### src/rtl/timer_24_ctrl_pkg.sv
// -----------------------------------------------------------------------------
// timer_24_ctrl_pkg
//   Constants shared by the timer family: default count and prescaler widths
//   and the control FSM state encoding.
// -----------------------------------------------------------------------------
package timer_24_ctrl_pkg;

  localparam int unsigned TIMER_DEF_W  = 24;
  localparam int unsigned TIMER_DEF_PW = 8;

  typedef enum logic [1:0] {
    ST_IDLE  = 2'd0,
    ST_RUN   = 2'd1,
    ST_PAUSE = 2'd2,
    ST_DONE  = 2'd3
  } timer_state_e;

endpackage

### src/rtl/timer_24_ctrl_prescaler.sv
// -----------------------------------------------------------------------------
// timer_prescaler
//   Clock divider. While enabled it counts clocks and raises step_o on every
//   (div_i+1)-th enabled clock. Disabling freezes the phase; clear restarts it.
// Ports:
//   clk, reset  - clock, asynchronous active-high reset
//   en_i        - count enable (frozen when low)
//   clr_i       - synchronous phase clear, overrides enable
//   div_i       - divide setting (step every div_i+1 enabled clocks)
//   step_o      - combinational step strobe for the current cycle
// -----------------------------------------------------------------------------
module timer_prescaler
  import timer_24_ctrl_pkg::*;
#(
  parameter int unsigned PW = TIMER_DEF_PW
) (
  input  logic          clk,
  input  logic          reset,
  input  logic          en_i,
  input  logic          clr_i,
  input  logic [PW-1:0] div_i,
  output logic          step_o
);

  logic [PW-1:0] cnt_q, cnt_d;

  always_comb begin
    step_o = en_i && !clr_i && (cnt_q == div_i);
  end

  always_comb begin
    cnt_d = cnt_q;
    if (clr_i) begin
      cnt_d = '0;
    end else if (step_o) begin
      cnt_d = '0;
    end else if (en_i) begin
      cnt_d = cnt_q + 1'b1;
    end
  end

  always_ff @(posedge clk or posedge reset) begin
    if (reset) begin
      cnt_q <= '0;
    end else begin
      cnt_q <= cnt_d;
    end
  end

endmodule

### src/rtl/timer_24_ctrl.sv
// -----------------------------------------------------------------------------
// timer_24_ctrl
//   Prescaled compare-and-reload timer with one-shot/periodic modes, hold,
//   abort and a sticky terminal-count interrupt.
// Ports:
//   clk, reset    - clock, asynchronous active-high reset
//   start, stop   - one-cycle run request / abort request
//   hold          - level; freezes count and prescaler phase while high
//   cfg_period    - terminal count (latched at start)
//   cfg_prescale  - divider setting (latched at start)
//   cfg_oneshot   - 1: stop in DONE after terminal count, 0: reload (latched)
//   irq_clr       - clears the sticky interrupt
//   count         - current count
//   step          - registered pulse on each count advance
//   tick          - registered pulse when count returns to 0 at terminal count
//   irq           - sticky terminal-count flag
//   busy, done    - RUN/PAUSE and DONE status
// -----------------------------------------------------------------------------
module timer_24_ctrl
  import timer_24_ctrl_pkg::*;
#(
  parameter int unsigned W  = TIMER_DEF_W,
  parameter int unsigned PW = TIMER_DEF_PW
) (
  input  logic          clk,
  input  logic          reset,
  input  logic          start,
  input  logic          stop,
  input  logic          hold,
  input  logic [W-1:0]  cfg_period,
  input  logic [PW-1:0] cfg_prescale,
  input  logic          cfg_oneshot,
  input  logic          irq_clr,
  output logic [W-1:0]  count,
  output logic          step,
  output logic          tick,
  output logic          irq,
  output logic          busy,
  output logic          done
);

  timer_state_e  state_q, state_d;
  logic [W-1:0]  count_q, count_d;
  logic [W-1:0]  period_q, period_d;
  logic [PW-1:0] presc_q, presc_d;
  logic          oneshot_q, oneshot_d;
  logic          step_q, step_d;
  logic          tick_q, tick_d;
  logic          irq_q, irq_d;

  logic active, start_ok, pre_en, pre_clr, adv, wrap;

  // Counting is enabled in PAUSE as well as RUN whenever hold is low, so the
  // cycle on which hold drops already advances the prescaler; PAUSE is simply
  // the "hold seen high" state.
  always_comb begin
    active   = (state_q == ST_RUN) || (state_q == ST_PAUSE);
    start_ok = start && !stop && !active;
    pre_en   = active && !hold && !stop;
    pre_clr  = stop || start_ok;
  end

  timer_prescaler #(
    .PW (PW)
  ) u_prescaler (
    .clk    (clk),
    .reset  (reset),
    .en_i   (pre_en),
    .clr_i  (pre_clr),
    .div_i  (presc_q),
    .step_o (adv)
  );

  always_comb begin
    wrap = adv && (count_q == period_q);
  end

  // State register
  always_ff @(posedge clk or posedge reset) begin
    if (reset) begin
      state_q <= ST_IDLE;
    end else begin
      state_q <= state_d;
    end
  end

  // Next-state logic
  always_comb begin
    state_d = state_q;
    if (stop) begin
      state_d = ST_IDLE;
    end else begin
      case (state_q)
        ST_IDLE, ST_DONE: begin
          if (start) state_d = ST_RUN;
        end
        ST_RUN, ST_PAUSE: begin
          if (hold)                  state_d = ST_PAUSE;
          else if (wrap && oneshot_q) state_d = ST_DONE;
          else                        state_d = ST_RUN;
        end
        default: state_d = ST_IDLE;
      endcase
    end
  end

  // Output logic
  always_comb begin
    busy = (state_q == ST_RUN) || (state_q == ST_PAUSE);
    done = (state_q == ST_DONE);
  end

  // Datapath next values
  always_comb begin
    count_d   = count_q;
    period_d  = period_q;
    presc_d   = presc_q;
    oneshot_d = oneshot_q;
    if (stop || start_ok) begin
      count_d = '0;
    end else if (wrap) begin
      count_d = '0;
    end else if (adv) begin
      count_d = count_q + 1'b1;
    end
    if (start_ok) begin
      period_d  = cfg_period;
      presc_d   = cfg_prescale;
      oneshot_d = cfg_oneshot;
    end
    step_d = adv;
    tick_d = wrap;
    // Set wins over a coincident clear.
    irq_d  = wrap || (irq_q && !irq_clr);
  end

  always_ff @(posedge clk or posedge reset) begin
    if (reset) begin
      count_q   <= '0;
      period_q  <= '0;
      presc_q   <= '0;
      oneshot_q <= 1'b0;
      step_q    <= 1'b0;
      tick_q    <= 1'b0;
      irq_q     <= 1'b0;
    end else begin
      count_q   <= count_d;
      period_q  <= period_d;
      presc_q   <= presc_d;
      oneshot_q <= oneshot_d;
      step_q    <= step_d;
      tick_q    <= tick_d;
      irq_q     <= irq_d;
    end
  end

  always_comb begin
    count = count_q;
    step  = step_q;
    tick  = tick_q;
    irq   = irq_q;
  end

endmodule
### config.mk
export PLATFORM = sky130hd
export DESIGN_NAME = timer_24_ctrl
export DESIGN_NICKNAME = d
export VERILOG_FILES = /design/src/rtl/timer_24_ctrl_pkg.sv /design/src/rtl/timer_24_ctrl_prescaler.sv /design/src/rtl/timer_24_ctrl.sv
export SDC_FILE = /design/constraint.sdc
export NUM_CORES = 1
export LEC_CHECK = 0
export BUFFER_PORTS_ARGS = -buffer_cell sky130_fd_sc_hd__buf_4
export CAP_MARGIN = 10
export CORE_ASPECT_RATIO = 0.8
export CORE_MARGIN = 5
export CORE_UTILIZATION = 30
export CTS_CLUSTER_DIAMETER = 200
export DETAILED_ROUTE_END_ITERATION = 16
export PLACE_DENSITY = 0.47
export SETUP_SLACK_MARGIN = 0.02
export SLEW_MARGIN = 20
export SYNTH_ARGS = -nofsm -noshare
export SYNTH_HDL_FRONTEND = slang
export SYNTH_SLANG_ARGS = --single-unit
export TNS_END_PERCENT = 5
### constraint.sdc
create_clock -name clk -period 3.5 [get_ports clk]
set_input_delay 0.35 -clock clk [delete_from_list [all_inputs] [get_ports clk]]
set_output_delay 0.35 -clock clk [all_outputs]
set_load 0.01 [all_outputs]
==> impl_results.md <==
- Status: complete, no violations
- Worst-path clk slew: 0.05 ns
- Post-DR wirelength/cell: 16.9 µm
- Clock buffer depth: 2
- Setup violations, final: 0
- Worst Setup End Kind: flop
- FF-to-FF End: count[13]$_DFFE_PP0P_
- Slowest cell on the critical path: or3b_1
- P&R area growth vs syn: 26.8%
- Req. time, crit path: 3.69 ns
- DP HPWL: 6.76 mm
- Critical path arrival: 2.85 ns
- Post-CTS sizing: 0
- Antenna-violating nets left: 0
- Cell Area, Synth: 0.00360 mm²
- Total core area: 0.0116 mm²
- Yosys warns: 0
- GRT overflow: 0
- Setup Skew: 0.00475 ns
- Hold buffers post-CTS: 0
- Share of layout cells above drive strength 1: 37.5%
- Count of different cell masters after synthesis: 42
- Die width: 133 µm
- Pin count of the biggest net entering global routing: 33
- Final worst slack: 0.838 ns
- GRT Resource Usage Total: 13.5%
- First-pass GRT wire length: 14.9 mm
- Setup CP Type: reg -> reg
- Clock sink count: 70
- Max_cap viols: 0
- PortBufs: 67
- Die height: 108 µm
- Slew margin rel.: 49.9%
- CP delay by family, top: simple AND/OR/NAND/NOR gates
- Placed insts: 521
- Starting DRT DRC Count: 94
- DR vias/cell: 4.74
- GPL Wtd Cong: 0.780
- Reg2reg setup slack: 0.84 ns
- Sequential share of the synthesized area: 48.6%
- I/O pin count: 68
- Crit path launch type: flop
- H-tree Lvls: 3
- Root Driver: clkbuf_16
- Reg2reg start: state_q[1]$_DFFE_PP0P_
- Worst path bufs/invs: 0
- Unrepaired setup endpoints after global routing: no
- Worst path depth: 7
- Layout Nets: 426
- LEAKAGE: 1.99 nW
- Power Dens Cells: 539 mW/mm²
- Clock Latency Late Sink: 0.33 ns
- Fillers: 1161
- CP peak stage delay: 0.51 ns
- Mapped Avg Cell Area: 11.5 µm²
- Achievable Freq: 376 MHz
- Fin. max-slew vios: 0
- Final std cells w/o fill: 537
- Inserted Diodes: 0
- Row cnt: 35
- CP Cell Sequence: ha_1, or3b_1, nor3_4, a31o_1, nor3b_2, xnor2_1, nor2_2
- CTS tree: done
- Die area: 0.0143 mm²
- Final Hold Vio Count: 0
- TNS Setup: 0 ns
- Final period util: 76.1%
- Cell depth of the worst flop-to-flop path: 7
- Initial antenna violation count: 0
- Vias: 2545
- Number of global-route vias before repair: 2634
- Post-route minimum period: 2.66 ns
- Dpl ws: 0.821 ns
- Most frequent cells in the layout: 72 x buf_4, 70 x dfrtp_1, 33 x mux2_2, 28 x xor2_1, 26 x xnor2_1
- Worst Hold Class: in -> async
- Worst vdd ir: 0.000296 V
- Worst-margin pin slew: 0.750 ns
- Post-CTS Setup Inserts: 0
- Final wirelength: 9.10 mm
- Post-synthesis net count: 356
- Register bit count reported by yosys: 70
- CTS buffer count: 9
- Drt drc: 0
- Cells after synthesis: 314
- Commonest non-fill, non-tap cell in the layout: buf_4
- CP Max Fanout: 11
- Pre-antenna DRT Iters: 4
- Starting density of the core: 30.9%
sequential cells by signal, summed over array words and instances (netlist names):
| name | count |
|---|---|
| count | 24 |
| period_q | 24 |
| presc_q | 8 |
| u_prescaler.cnt_q | 8 |
| state_q | 2 |
| irq | 1 |
| oneshot_q | 1 |
| step | 1 |
| tick | 1 |
worst max path at each step:
stage                                 startpoint               endpoint  slack, ns
final                     state_q[1]$_DFFE_PP0P_  count[13]$_DFFE_PP0P_       0.84
after detailed placement  state_q[0]$_DFFE_PP0P_  count[13]$_DFFE_PP0P_       0.82
after CTS                 state_q[1]$_DFFE_PP0P_  count[13]$_DFFE_PP0P_       0.80
after floorplan           state_q[0]$_DFFE_PP0P_  count[19]$_DFFE_PP0P_       1.28
after global placement    state_q[1]$_DFFE_PP0P_  count[13]$_DFFE_PP0P_       0.80
after global routing      state_q[1]$_DFFE_PP0P_   count[6]$_DFFE_PP0P_       0.64
synthesized netlist by cell type, drive strengths merged:
master,count,area [µm²]
o31ai,5,37.5
a22oi,5,37.5
nand4,22,159
inv,4,15.0
a21oi,7,35.0
mux2,33,372
or3,2,12.5
nand3,13,70.1
clkbuf,4,16.3
a211oi,1,7.51
a31o,1,8.76
nand2b,2,12.5
buf,9,81.3
nor4,3,40.0
o22ai,1,6.26
and3,13,81.3
ha,3,37.5
and2,1,6.26
or3b,1,8.76
nor3,5,36.3
nor2,32,155
nor3b,1,12.5
dfrtp,70,1750
and4,4,35.0
xor2,28,245
xnor2,26,228
nand2,14,62.6
o21ai,4,31.3
stage by stage:
step	util, %	hold WS (ns)	instance area (µm²)	power (mW)
6_report	39.2	0.163	4570	2.46
5_1_grt	39.2	0.208	4570	2.59
4_1_cts	39.2	0.174	4570	2.51
3_5_place_dp	36.3	0.517	4230	1.48
3_3_place_gp	36.3	0.512	4230	1.47
2_1_floorplan	-	0.413	3600	1.34
layer usage:
metal	part of all wire (%)	wire length [µm]	track usage (%)	vias up
li1	-	-	-	1249
met1	53	4780	19.9	1230
met2	41	3690	18.5	56
met3	5.5	501	4.42	10
met4	1.3	121	4.01	0
met5	0	0	0	-
logic make-up after synthesis:
family | count (synthesis) | synth area share (%)
and+or+nand+nor | 113 | 19.2
DFF | 70 | 48.6
xor gates and xnor gates | 54 | 13.1
muxes | 33 | 10.3
AOI/OAI and AO/OA | 24 | 4.55
buffers and inverters | 17 | 3.13
adders and majority gates | 3 | 1.04
report_power, final:
group | total (mW) | internal, mW | switching (mW) | leakage (nW)
sequential | 1.03 | 0.939 | 0.0910 | 0.902
combinational | 0.421 | 0.230 | 0.191 | 0.922
clock | 1.01 | 0.681 | 0.330 | 0.166
final cells by class:
cell class,instances,area (µm²),share of cell area (%)
Sequential cell,70,1750,38.3
Multi-Input combinational cell,227,1740,38.1
Timing Repair Buffer,72,541,11.8
Clock buffer,13,270,5.92
Tap cell,148,185,4.05
Clock inverter,3,65.1,1.42
Inverter,4,15.0,0.329
(Power assumes the default switching activity.)
